$ cat src/rtl/uart_pkg.sv
// Shared UART types and constants: line-format enums, TX state encoding
// and stop-bit durations expressed in baud ticks.
package uart_pkg;

  localparam int OVERSAMPLE      = 16;
  localparam int STOP_TICKS_1    = 16;
  localparam int STOP_TICKS_1P5  = 24;
  localparam int STOP_TICKS_2    = 32;

  typedef enum logic [1:0] {
    PAR_NONE = 2'b00,
    PAR_EVEN = 2'b01,
    PAR_ODD  = 2'b10
  } parity_mode_t;

  typedef enum logic [1:0] {
    STOP_1   = 2'b00,
    STOP_1P5 = 2'b01,
    STOP_2   = 2'b10
  } stop_bits_t;

  typedef enum logic [2:0] {
    IDLE,
    START,
    DATA,
    PARITY,
    STOP
  } tx_state_t;

  // Stop duration in ticks, rescaled when a block uses a non-default oversample rate.
  function automatic int stop_ticks(input logic [1:0] sb, input int os);
    case (sb)
      STOP_1:   return STOP_TICKS_1 * os / OVERSAMPLE;
      STOP_1P5: return STOP_TICKS_1P5 * os / OVERSAMPLE;
      default:  return STOP_TICKS_2 * os / OVERSAMPLE;
    endcase
  endfunction

endpackage

$ cat src/rtl/uart_baud_gen.sv
// Baud tick generator: free-running 0..baud counter with a synchronous clear
// so a frame can align its bit edges to its own start.
module uart_baud_gen #(
  parameter int BAUD_W = 32
) (
  input  logic              clk,
  input  logic              rst_n,
  input  logic              clr,
  input  logic [BAUD_W-1:0] baud,
  output logic              tick
);

  logic [BAUD_W-1:0] cnt_q, cnt_d;

  // >= keeps a lowered divisor from wrapping the whole counter range.
  always_comb begin
    tick  = (cnt_q >= baud);
    cnt_d = cnt_q + BAUD_W'(1);
    if (clr || tick) cnt_d = '0;
  end

  always_ff @(posedge clk or negedge rst_n) begin
    if (!rst_n) cnt_q <= '0;
    else        cnt_q <= cnt_d;
  end

endmodule

$ cat src/rtl/uart_tx.sv
// UART transmit serializer: pops a fall-through FIFO and shifts out
// start, data (LSB first), optional parity and 1/1.5/2 stop bits.
module uart_tx #(
  parameter int DATA_BITS  = 8,
  parameter int OVERSAMPLE = uart_pkg::OVERSAMPLE,
  parameter int BAUD_W     = 32
) (
  input  logic                 clk,
  input  logic                 resetn,
  input  logic [BAUD_W-1:0]    baud,
  input  logic [1:0]           parity_mode,
  input  logic [1:0]           stop_bits,
  input  logic                 tx_fifo_empty,
  input  logic [DATA_BITS-1:0] tx_fifo_rd_data,
  output logic                 tx_fifo_read_en,
  output logic                 tx,
  output logic                 tx_busy,
  output logic                 tx_done_tick
);
  import uart_pkg::*;

  localparam int TICK_W = $clog2(2 * OVERSAMPLE);
  localparam int BIT_W  = (DATA_BITS > 1) ? $clog2(DATA_BITS) : 1;

  tx_state_t            state_q, state_d;
  logic [TICK_W-1:0]    tick_cnt_q, tick_cnt_d;
  logic [BIT_W-1:0]     bit_cnt_q, bit_cnt_d;
  logic [DATA_BITS-1:0] shift_q, shift_d;
  logic [DATA_BITS-1:0] data_q, data_d;
  logic [1:0]           par_q, par_d;
  logic [1:0]           stop_q, stop_d;
  logic                 tx_q, tx_d;
  logic                 done_q, done_d;
  logic                 baud_clr, baud_tick, bit_end, pop;
  int                   limit;

  uart_baud_gen #(.BAUD_W(BAUD_W)) u_baud (
    .clk   (clk),
    .rst_n (resetn),
    .clr   (baud_clr),
    .baud  (baud),
    .tick  (baud_tick)
  );

  always_comb begin
    state_d    = state_q;
    tick_cnt_d = tick_cnt_q;
    bit_cnt_d  = bit_cnt_q;
    shift_d    = shift_q;
    data_d     = data_q;
    par_d      = par_q;
    stop_d     = stop_q;
    done_d     = 1'b0;
    baud_clr   = 1'b0;
    pop        = 1'b0;
    tx_d       = 1'b1;
    limit      = (state_q == STOP) ? stop_ticks(stop_q, OVERSAMPLE) : OVERSAMPLE;
    bit_end    = baud_tick && (tick_cnt_q == TICK_W'(limit - 1));

    if (state_q != IDLE && baud_tick)
      tick_cnt_d = bit_end ? '0 : tick_cnt_q + TICK_W'(1);

    case (state_q)
      IDLE: begin
        tick_cnt_d = '0;
        // Gated by resetn so no pop strobe leaks out while reset is held.
        if (resetn && !tx_fifo_empty) begin
          pop       = 1'b1;
          data_d    = tx_fifo_rd_data;
          shift_d   = tx_fifo_rd_data;
          par_d     = parity_mode;
          stop_d    = stop_bits;
          bit_cnt_d = '0;
          baud_clr  = 1'b1;
          state_d   = START;
        end
      end
      START: if (bit_end) state_d = DATA;
      DATA: begin
        if (bit_end) begin
          if (bit_cnt_q == BIT_W'(DATA_BITS - 1)) begin
            state_d = (par_q == PAR_EVEN || par_q == PAR_ODD) ? PARITY : STOP;
          end else begin
            bit_cnt_d = bit_cnt_q + BIT_W'(1);
            shift_d   = shift_q >> 1;
          end
        end
      end
      PARITY: if (bit_end) state_d = STOP;
      STOP: begin
        if (bit_end) begin
          state_d = IDLE;
          done_d  = 1'b1;
        end
      end
      default: state_d = IDLE;
    endcase

    // tx is registered from the next state so it moves exactly on bit boundaries.
    case (state_d)
      START:   tx_d = 1'b0;
      DATA:    tx_d = shift_d[0];
      PARITY:  tx_d = (par_q == PAR_ODD) ? ~^data_q : ^data_q;
      default: tx_d = 1'b1;
    endcase
  end

  always_ff @(posedge clk or negedge resetn) begin
    if (!resetn) begin
      state_q    <= IDLE;
      tick_cnt_q <= '0;
      bit_cnt_q  <= '0;
      shift_q    <= '0;
      data_q     <= '0;
      par_q      <= '0;
      stop_q     <= '0;
      tx_q       <= 1'b1;
      done_q     <= 1'b0;
    end else begin
      state_q    <= state_d;
      tick_cnt_q <= tick_cnt_d;
      bit_cnt_q  <= bit_cnt_d;
      shift_q    <= shift_d;
      data_q     <= data_d;
      par_q      <= par_d;
      stop_q     <= stop_d;
      tx_q       <= tx_d;
      done_q     <= done_d;
    end
  end

  assign tx              = tx_q;
  assign tx_busy         = (state_q != IDLE);
  assign tx_done_tick    = done_q;
  assign tx_fifo_read_en = pop;

endmodule

$ cat config.mk
export PLATFORM = sky130hd
export DESIGN_NAME = uart_tx
export DESIGN_NICKNAME = d
export VERILOG_FILES = /design/src/rtl/uart_pkg.sv /design/src/rtl/uart_baud_gen.sv /design/src/rtl/uart_tx.sv
export SDC_FILE = /design/constraint.sdc
export NUM_CORES = 1
export LEC_CHECK = 0
export BUFFER_PORTS_ARGS = -buffer_cell sky130_fd_sc_hd__buf_2
export CAP_MARGIN = 20
export CORE_MARGIN = 4
export CORE_UTILIZATION = 35
export DETAILED_ROUTE_END_ITERATION = 8
export GPL_ROUTABILITY_DRIVEN = 1
export GPL_TIMING_DRIVEN = 0
export PLACE_DENSITY = 0.61
export SYNTH_ARGS = -nofsm -noshare
export SYNTH_HDL_FRONTEND = slang
export SYNTH_SLANG_ARGS = --single-unit
$ cat constraint.sdc
create_clock -name clk -period 2.5 [get_ports clk]
set_input_delay 0.25 -clock clk [delete_from_list [all_inputs] [get_ports clk]]
set_output_delay 0.25 -clock clk [all_outputs]
set_load 0.01 [all_outputs]
==> summary.txt, run 1 <==
Status
  • Outcome: finished, violations left
  • Failing checks: negative setup slack

Floorplanning
  • Full die area: roughly 0.013 mm²
  • Die width: around 110 µm
  • Die height: approximately 110 µm
  • Num ports: 51
  • Rows: 38
  • Initial core utilization: 36.0%
  • Core box area: around 0.011 mm²

Clock network
  • CTS Buffer Depth: 2
  • Root buffer cell: clkbuf_16
  • H-tree Lvls: 3
  • Clock buffer count from CTS: 9
  • CTS tree: built
  • CTS clk-pin slew, worst paths: ~50 ps
  • Clk_lat worst skew: 330 ps
  • Num Clock Sinks: 65

Power
  • Leakage Power: around 2.7 nW
  • Clock power frac: between 30% and 40%
  • VDD IR max: roughly 0.39 mV
  • Reg power frac: between 30% and 40%
  • PwrDens: 675 mW/mm²
  • Power Total: approximately 3.5 mW
  • Sw Pwr: approximately 1.0 mW
  • Sw frac: between 30% and 40%
  • Logic pwr share: 24.9%
  • Internal power: 2.42 mW

Timing
  • Relative slew margins: between 70% and 80%
  • RSZ-0062 raised after global routing: true
  • Final setup fails: 8
  • Crit share post-route: 103%
  • Peak Freq: just under 400 MHz
  • Worst-Margin Slew: between 400 and 500 ps
  • Slew Limit Fails: 0
  • Final Hold Fails: 0
  • Setup WS post-layout: -79.1 ps
  • Crit path time final: 2580 ps
  • Clock skew: around 6.2 ps

Worst setup path
  • Worst-path fanout max: 6
  • RR Startpoint: u_baud.cnt_q[13]
  • CP max stage cell: o41ai_4
  • Startpoint types: flop
  • Crit path cell chain: ha_1 -> nand4_1 -> o41ai_4 -> a21o_1 -> and4b_1 -> buf_6 -> nor2_4 -> a221o_1
  • Register-to-register setup slack: -80 ps
  • Worst reg-to-reg path cell count: 8
  • Reg-to-Reg End: shift_q[1]
  • Critical path's largest stage delay: 480 ps
  • Crit path DAT: approximately 2800 ps
  • Critical path class: reg -> reg
  • CP endpoint kind: flop
  • CP required: 2710 ps

Synthesis
  • EDFF count, synth: 0
  • Async SR Flop Fraction: 100%
  • Seq/Total Area, Yosys: about two fifths
  • Syn nets: between 500 and 600
  • Synth area leaders: dfrtp_1 41%, ha_1 12%, xnor2_1 4.9%, nor2_1 4.9%, nand2_1 4.3%
  • Post-Syn Area: between 0.003 and 0.004 mm²
  • Synthesized flop and latch total: 65
  • Warnings, synthesis: 0
  • Synth Flop Type: dfrtp_1
  • Synthesized instance count: approximately 430
  • Leading area contributor after synthesis: dfrtp_1
  • Top post-synthesis cells by count: 64 x dfrtp_1, 51 x nor2_1, 45 x nand2_1
  • Syn Area/Cell: approximately 9 µm²
  • Yosys cell types: 53
  • Yosys top cell area share: 40.7%
  • Most frequent cell after synthesis: dfrtp_1

Detailed routing
  • Routed vias/inst: 4.92
  • Vias: 3260
  • DR iter-0 viols: 73
  • Final wirelength: 8900 µm
  • Met2 wire len: between 4000 and 5000 µm
  • Max Used Layer: met4
  • Drt pass-1 iters: 4
  • DR WL met3: 364 µm
  • DRC Markers: 0
  • Metal1 wirelength: around 4000 µm
  • ANT nets after route: 0
  • Wirelength per Cell: about 13 µm

GRT
  • Initial antenna violation count: 0
  • Vias in the first global route: 3254
  • Largest net degree at the start of global routing: 65
  • GR Overflow Total: 0
  • Global-route wire length before repair: 15000 µm
  • Global Route Usage Sum: between 10% and 20%

Placed design
  • Post-DP HPWL: approximately 6000 µm
  • IO Port Bufs: 50
  • Pre-CTS WS: -642 ps
  • Routability cong.: 0.801
  • Placed Cells: just over 600
  • Post-DP Area: roughly 0.0044 mm²

Finish
  • Fin cells: roughly 660
  • Finished Cell Area: approximately 0.0051 mm²
  • Syn-to-layout area delta: 30.4%
  • Final net count: ~600
  • N_diodes: 0
  • Fraction of layout cells with a size suffix above 1: between 20% and 30%

Hold path
  • Hold path cells: 3
  • Hold Path Class: in -> reg
  • Worst hold endpoint: par_q[1]
  • Hold wc startpoint: parity_mode[1]

Job
  • Max Cap Viol: 0
routing by layer:
layer  GRT usage [%]  up-vias
met5               0        -
met3            4.70        4
li1                -     1637
met4            2.93        0
met1            18.4     1553
met2            24.1       66
worst max-delay path by stage:
stage                                start               end  slack, ps  cells past startpoint
after floorplan            u_baud.cnt_q[2]        shift_q[2]        110                     10
after global placement              resetn   u_baud.cnt_q[9]       -620                      6
after detailed placement   u_baud.cnt_q[2]  u_baud.cnt_q[14]       -640                      9
after CTS                 u_baud.cnt_q[30]        shift_q[1]        -90                     10
after global routing      u_baud.cnt_q[18]        shift_q[3]       -220                     10
final                     u_baud.cnt_q[13]        shift_q[1]        -80                      8
sequential cells by signal, indices dropped and copies added (netlist names), 2 cells and up:
| signal | count |
|---|---|
| u_baud.cnt_q | 32 |
| data_q | 8 |
| shift_q | 8 |
| tick_cnt_q | 5 |
| bit_cnt_q | 3 |
| state_q | 3 |
| par_q | 2 |
| stop_q | 2 |
final cells by class:
type                    instances  area, µm²
well taps                     140        175
inverters                      39        146
repair buffers                 80        509
clock inverters                 5       55.1
fillers                      1024       5800
clock buffers                  11        243
plain buffers                   9       61.3
multi-input cells             313       2310
flip-flops and latches         65       1630
power groups by stage:
stage / Sequential (mW) / Clock (mW) / Combinational (mW)
after floorplan: 1.35 / 0 / 0.468
after global placement: 1.39 / 0 / 0.603
after detailed placement: 1.39 / 0 / 0.637
after CTS: 1.35 / 1.27 / 0.827
after global routing: 1.38 / 1.33 / 0.992
final: 1.36 / 1.25 / 0.864
per-stage QoR:
step	utilization, %	hold WS, ps	setup TNS (ps)
after floorplan	-	-45.6	0
after global placement	39.9	459	-31260
after detailed placement	39.9	415	-26520
after CTS	45.8	123	-605
after global routing	46.9	129	-2080
final	46.9	126	-483
cells by family (layout without fill, tap and decap cells):
logic type / Yosys count / after routing / share of synthesized area [%]
and+or+nand+nor: 170 / 171 / 21.5
DFF: 65 / 65 / 41.4
AOI/OAI and AO/OA: 62 / 62 / 10.5
buffers and inverters: 48 / 144 / 5.18
xor gates and xnor gates: 39 / 39 / 8.68
adders and majority gates: 37 / 37 / 11.8
muxes: 4 / 4 / 1.05
placed cells by master, fill, tap and decap left out, drive strengths merged, types with 12 or more instances in the layout:
| cell type | Yosys | routed |
|---|---|---|
| nand2 | 45 | 45 |
| ha | 37 | 37 |
| xnor2 | 22 | 22 |
| o21ai | 14 | 14 |
| clkbuf | 5 | 14 |
| nand3 | 16 | 16 |
| a21oi | 21 | 21 |
| nor2 | 52 | 53 |
| dfrtp | 64 | 64 |
| xor2 | 17 | 17 |
| and3 | 12 | 12 |
| inv | 39 | 39 |
| buf | 4 | 85 |
critical path: cells and delay by family (launching register included):
family	cells	cell delay (ps)
adder cells (fa/ha/maj)	1	320
AO/OA/AOI/OAI	3	1020
flip-flops	1	430
buffers and inverters	1	160
AND/OR/NAND/NOR	3	520
what timing repair did:
action,4_1_cts,5_1_grt
hold endpoints to repair,64,0
setup endpoints to repair,53,48
pin swaps,16,8
setup buffers,20,7
hold buffers,2,0
gates cloned,2,0
gates resized for setup,20,25
No activity file was read; power rests on OpenSTA's default activity.
==> inputs of run 2 (changes only) <==
Settings changed: PLACE_DENSITY 0.61 to 0.57.
==> run 2 against run 1 <==
Net effect: the run still ends with negative setup slack left; total power down 3.9%; setup slack worse by 38 ps; global-route usage is 0.64 points lower; maximum frequency fell by 1.4%; final cell count shrank 1.2%; first-iteration DRC count rose by 21%; count of clock-buffer cells in the layout is 2 higher; utilization down 1.3 points; combinational power down 7.8%; register-to-register slack got worse by 40 ps; die area unchanged; largest cell class unchanged.
==> summary.txt, run 2 (synthesis results as in run 1) <==
Finish
  • Fraction of layout cells with a size suffix above 1: 23.9% (was 26.6%)
  • Largest Register: u_baud.cnt_q (unchanged)
  • Max reg flops: 32 (unchanged)
  • Syn-to-layout area delta: 26.9% (was 30.4%)
  • Fin cells: 654 (was 662)
  • Top flop regs: u_baud.cnt_q x32, data_q x8, shift_q x8 (unchanged)
  • Most frequent cells in the layout: 64 x dfrtp_1, 51 x nor2_1, 51 x buf_2 (was 64 x dfrtp_1, 53 x buf_2, 50 x nor2_1)
  • Final net count: 594 (was 601)
  • Register Area: 0.00163 mm² (unchanged)
  • N_diodes: 0 (unchanged)
  • Filler cell count in the final layout: 1063 (was 1024)
  • Area of the multi-input gates: 0.00225 mm² (was 0.00231 mm²)
  • Most common cell after layout, fill and taps aside: dfrtp_1 (unchanged)

Placed design
  • Post-DP HPWL: 6140 µm (was 6160 µm)
  • Placed Cells: 615 (unchanged)
  • Routability cong.: 0.787 (was 0.801)
  • Pre-CTS WS: -571 ps (was -642 ps)
  • IO Port Bufs: 50 (unchanged)

Clock network
  • Num Clock Sinks: 65 (unchanged)
  • Clk_lat worst skew: 320 ps (was 330 ps)
  • CTS Buffer Depth: 2 (unchanged)
  • Clock buffer count from CTS: 9 (unchanged)
  • H-tree Lvls: 3 (unchanged)
  • Root buffer cell: clkbuf_16 (unchanged)
  • CTS tree: built (unchanged)
  • CTS clk-pin slew, worst paths: 50 ps (about the same)

Worst setup path
  • Critical path class: reg -> reg (unchanged)
  • Crit path DAT: 2820 ps (was 2790 ps)
  • Worst-path fanout max: 6 (unchanged)
  • Worst reg-to-reg path cell count: 11 (was 8)
  • Reg-to-Reg End: shift_q[1] (unchanged)
  • Register-to-register setup slack: -120 ps (was -80 ps)
  • RR Startpoint: u_baud.cnt_q[27] (was u_baud.cnt_q[13])
  • Buf+Inv Stages, Crit Path: 2 (was 1)
  • CP endpoint kind: flop (unchanged)
  • Cell family with most CP delay: compound AO/OA/AOI/OAI gates (unchanged)
  • CP max stage cell: dfrtp_1 (was o41ai_4)
  • Crit path cell chain: ha_4 -> nand4_1 -> buf_4 -> nor2_1 -> a221oi_2 -> a311oi_1 -> a21o_1 -> and4b_1 -> buf_6 -> nor2_2 -> a221o_1 (was ha_1 -> nand4_1 -> o41ai_4 -> a21o_1 -> and4b_1 -> buf_6 -> nor2_4 -> a221o_1)
  • Critical path's largest stage delay: 410 ps (was 480 ps)
  • Stages on the worst setup path: 11 (was 8)
  • Startpoint types: flop (unchanged)
  • CP required: 2700 ps (was 2710 ps)

Detailed routing
  • Routed vias/inst: 4.90 (was 4.92)
  • DRC Markers: 0 (unchanged)
  • Vias: 3202 (was 3260)
  • Wirelength per Cell: 13.2 µm (was 13.4 µm)
  • ANT nets after route: 0 (unchanged)
  • Drt pass-1 iters: 4 (unchanged)
  • Final wirelength: 8620 µm (was 8900 µm)
  • DR iter-0 viols: 88 (was 73)

Status
  • Outcome: finished, violations left (unchanged)
  • Failing checks: negative setup slack (unchanged)

Power
  • Internal power: 2.33 mW (was 2.42 mW)
  • Reg power frac: 40.8% (was 39.1%)
  • VDD IR max: 0.355 mV (was 0.389 mV)
  • Sw Pwr: 0.998 mW (was 1.05 mW)
  • Clock power frac: 35.3% (was 35.9%)
  • PwrDens: 667 mW/mm² (was 675 mW/mm²)
  • Leakage Power: 2.61 nW (was 2.66 nW)
  • Sw frac: 29.9% (was 30.2%)
  • Logic pwr share: 23.9% (was 24.9%)
  • Power Total: 3.33 mW (was 3.47 mW)

Floorplanning
  • Initial core utilization: 36.0% (unchanged)
  • Die width: 114 µm (unchanged)
  • Core box area: 0.0109 mm² (unchanged)
  • Full die area: 0.0130 mm² (unchanged)
  • Rows: 38 (unchanged)
  • Die height: 114 µm (unchanged)
  • Num ports: 51 (unchanged)

Hold path
  • Hold path cells: 3 (unchanged)
  • Hold Path Class: in -> reg (unchanged)
  • Hold wc startpoint: parity_mode[1] (unchanged)
  • Worst hold endpoint: par_q[1] (unchanged)

Timing
  • Relative slew margins: 69.5% (was 70.3%)
  • Peak Freq: 382 MHz (was 388 MHz)
  • Slew Limit Fails: 0 (unchanged)
  • Crit path time final: 2620 ps (was 2580 ps)
  • Final Hold Fails: 0 (unchanged)
  • Worst hold-check slack: 142 ps (was 126 ps)
  • Setup WS post-layout: -117 ps (was -79.1 ps)
  • RSZ-0062 raised after global routing: true (unchanged)
  • Final setup fails: 11 (was 8)
  • Worst-Margin Slew: 457 ps (was 445 ps)
  • Clock skew: 6.70 ps (was 6.17 ps)
  • Crit share post-route: 105% (was 103%)

GRT
  • Global-route wire length before repair: 14600 µm (was 15000 µm)
  • Largest net degree at the start of global routing: 65 (unchanged)
  • Initial antenna violation count: 0 (unchanged)
  • GR Overflow Total: 0 (unchanged)
  • Global Route Usage Sum: 13.8% (was 14.4%)
  • Vias in the first global route: 3214 (was 3254)

Job
  • Max Cap Viol: 0 (unchanged)
[run 2: cell types whose count changed in the layout (fill, tap and decap cells not counted), moves of 2 or more]
| cell | previous run | this run |
|---|---|---|
| nor3_2 | 2 | 0 |
| a21oi_4 | 2 | 0 |
| clkbuf_8 | 1 | 3 |
| clkbuf_2 | 1 | 3 |
| a21oi_2 | 1 | 3 |
| buf_4 | 25 | 20 |
| buf_6 | 6 | 4 |
| nor3_1 | 6 | 8 |
| buf_2 | 53 | 51 |
[run 2: timing repair]
item,4_1_cts,5_1_grt
setup endpoints to repair,52,43
resized for setup,18,8
hold buffers,2,0
setup buffers,13,7
gates cloned,0,2
endpoints found under the hold margin,64,0
pin swaps,9,5
[run 2: worst reg2reg max path: cells and delay by family (launching register included)]
| family | cells | cell delay (ps) |
|---|---|---|
| buffers and inverters | 2 | 340 |
| AOI/OAI and AO/OA | 4 | 850 |
| DFF | 1 | 410 |
| and+or+nand+nor | 4 | 630 |
| adders and majority gates | 1 | 290 |
[run 2: layer usage]
metal	wire, µm	GRT usage [%]	up-vias
met5	0	0	-
met4	59	2.61	0
met3	354	3.49	5
met2	4100	23.3	48
li1	-	-	1621
met1	4100	18.0	1528
[run 2: worst max-delay path by stage]
stage	startpoint	end	slack [ps]
after floorplan	u_baud.cnt_q[2]	shift_q[2]	110
after global placement	resetn	u_baud.cnt_q[8]	-650
after detailed placement	u_baud.cnt_q[0]	u_baud.cnt_q[31]	-570
after CTS	u_baud.cnt_q[30]	shift_q[5]	-100
after global routing	u_baud.cnt_q[27]	shift_q[1]	-260
final	u_baud.cnt_q[27]	shift_q[1]	-120
[run 2: through the flow]
| step | TNS [ps] | area (µm²) | utilization, % |
|---|---|---|---|
| 2_1_floorplan | 0 | 3940 | - |
| 3_3_place_gp | -31760 | 4360 | 39.9 |
| 3_5_place_dp | -22400 | 4360 | 39.9 |
| 4_1_cts | -619 | 4890 | 44.7 |
| 5_1_grt | -6150 | 4990 | 45.7 |
| 6_report | -886 | 4990 | 45.7 |
[run 2: power by group through the flow]
stage	Combinational [mW]	Clock, mW	Sequential [mW]
3_3_place_gp	0.600	0	1.39
3_5_place_dp	0.629	0	1.40
6_report	0.797	1.17	1.36
4_1_cts	0.780	1.20	1.35
2_1_floorplan	0.468	0	1.35
5_1_grt	0.916	1.26	1.38
[run 2: cell type report]
class	count	area share [%]
clock inverters	2	0.251
plain buffers	9	1.23
multi-input cells	313	45.1
well taps	140	3.51
repair buffers	73	8.99
flip-flops and latches	65	32.6
inverters	39	2.93
clock buffers	13	5.41
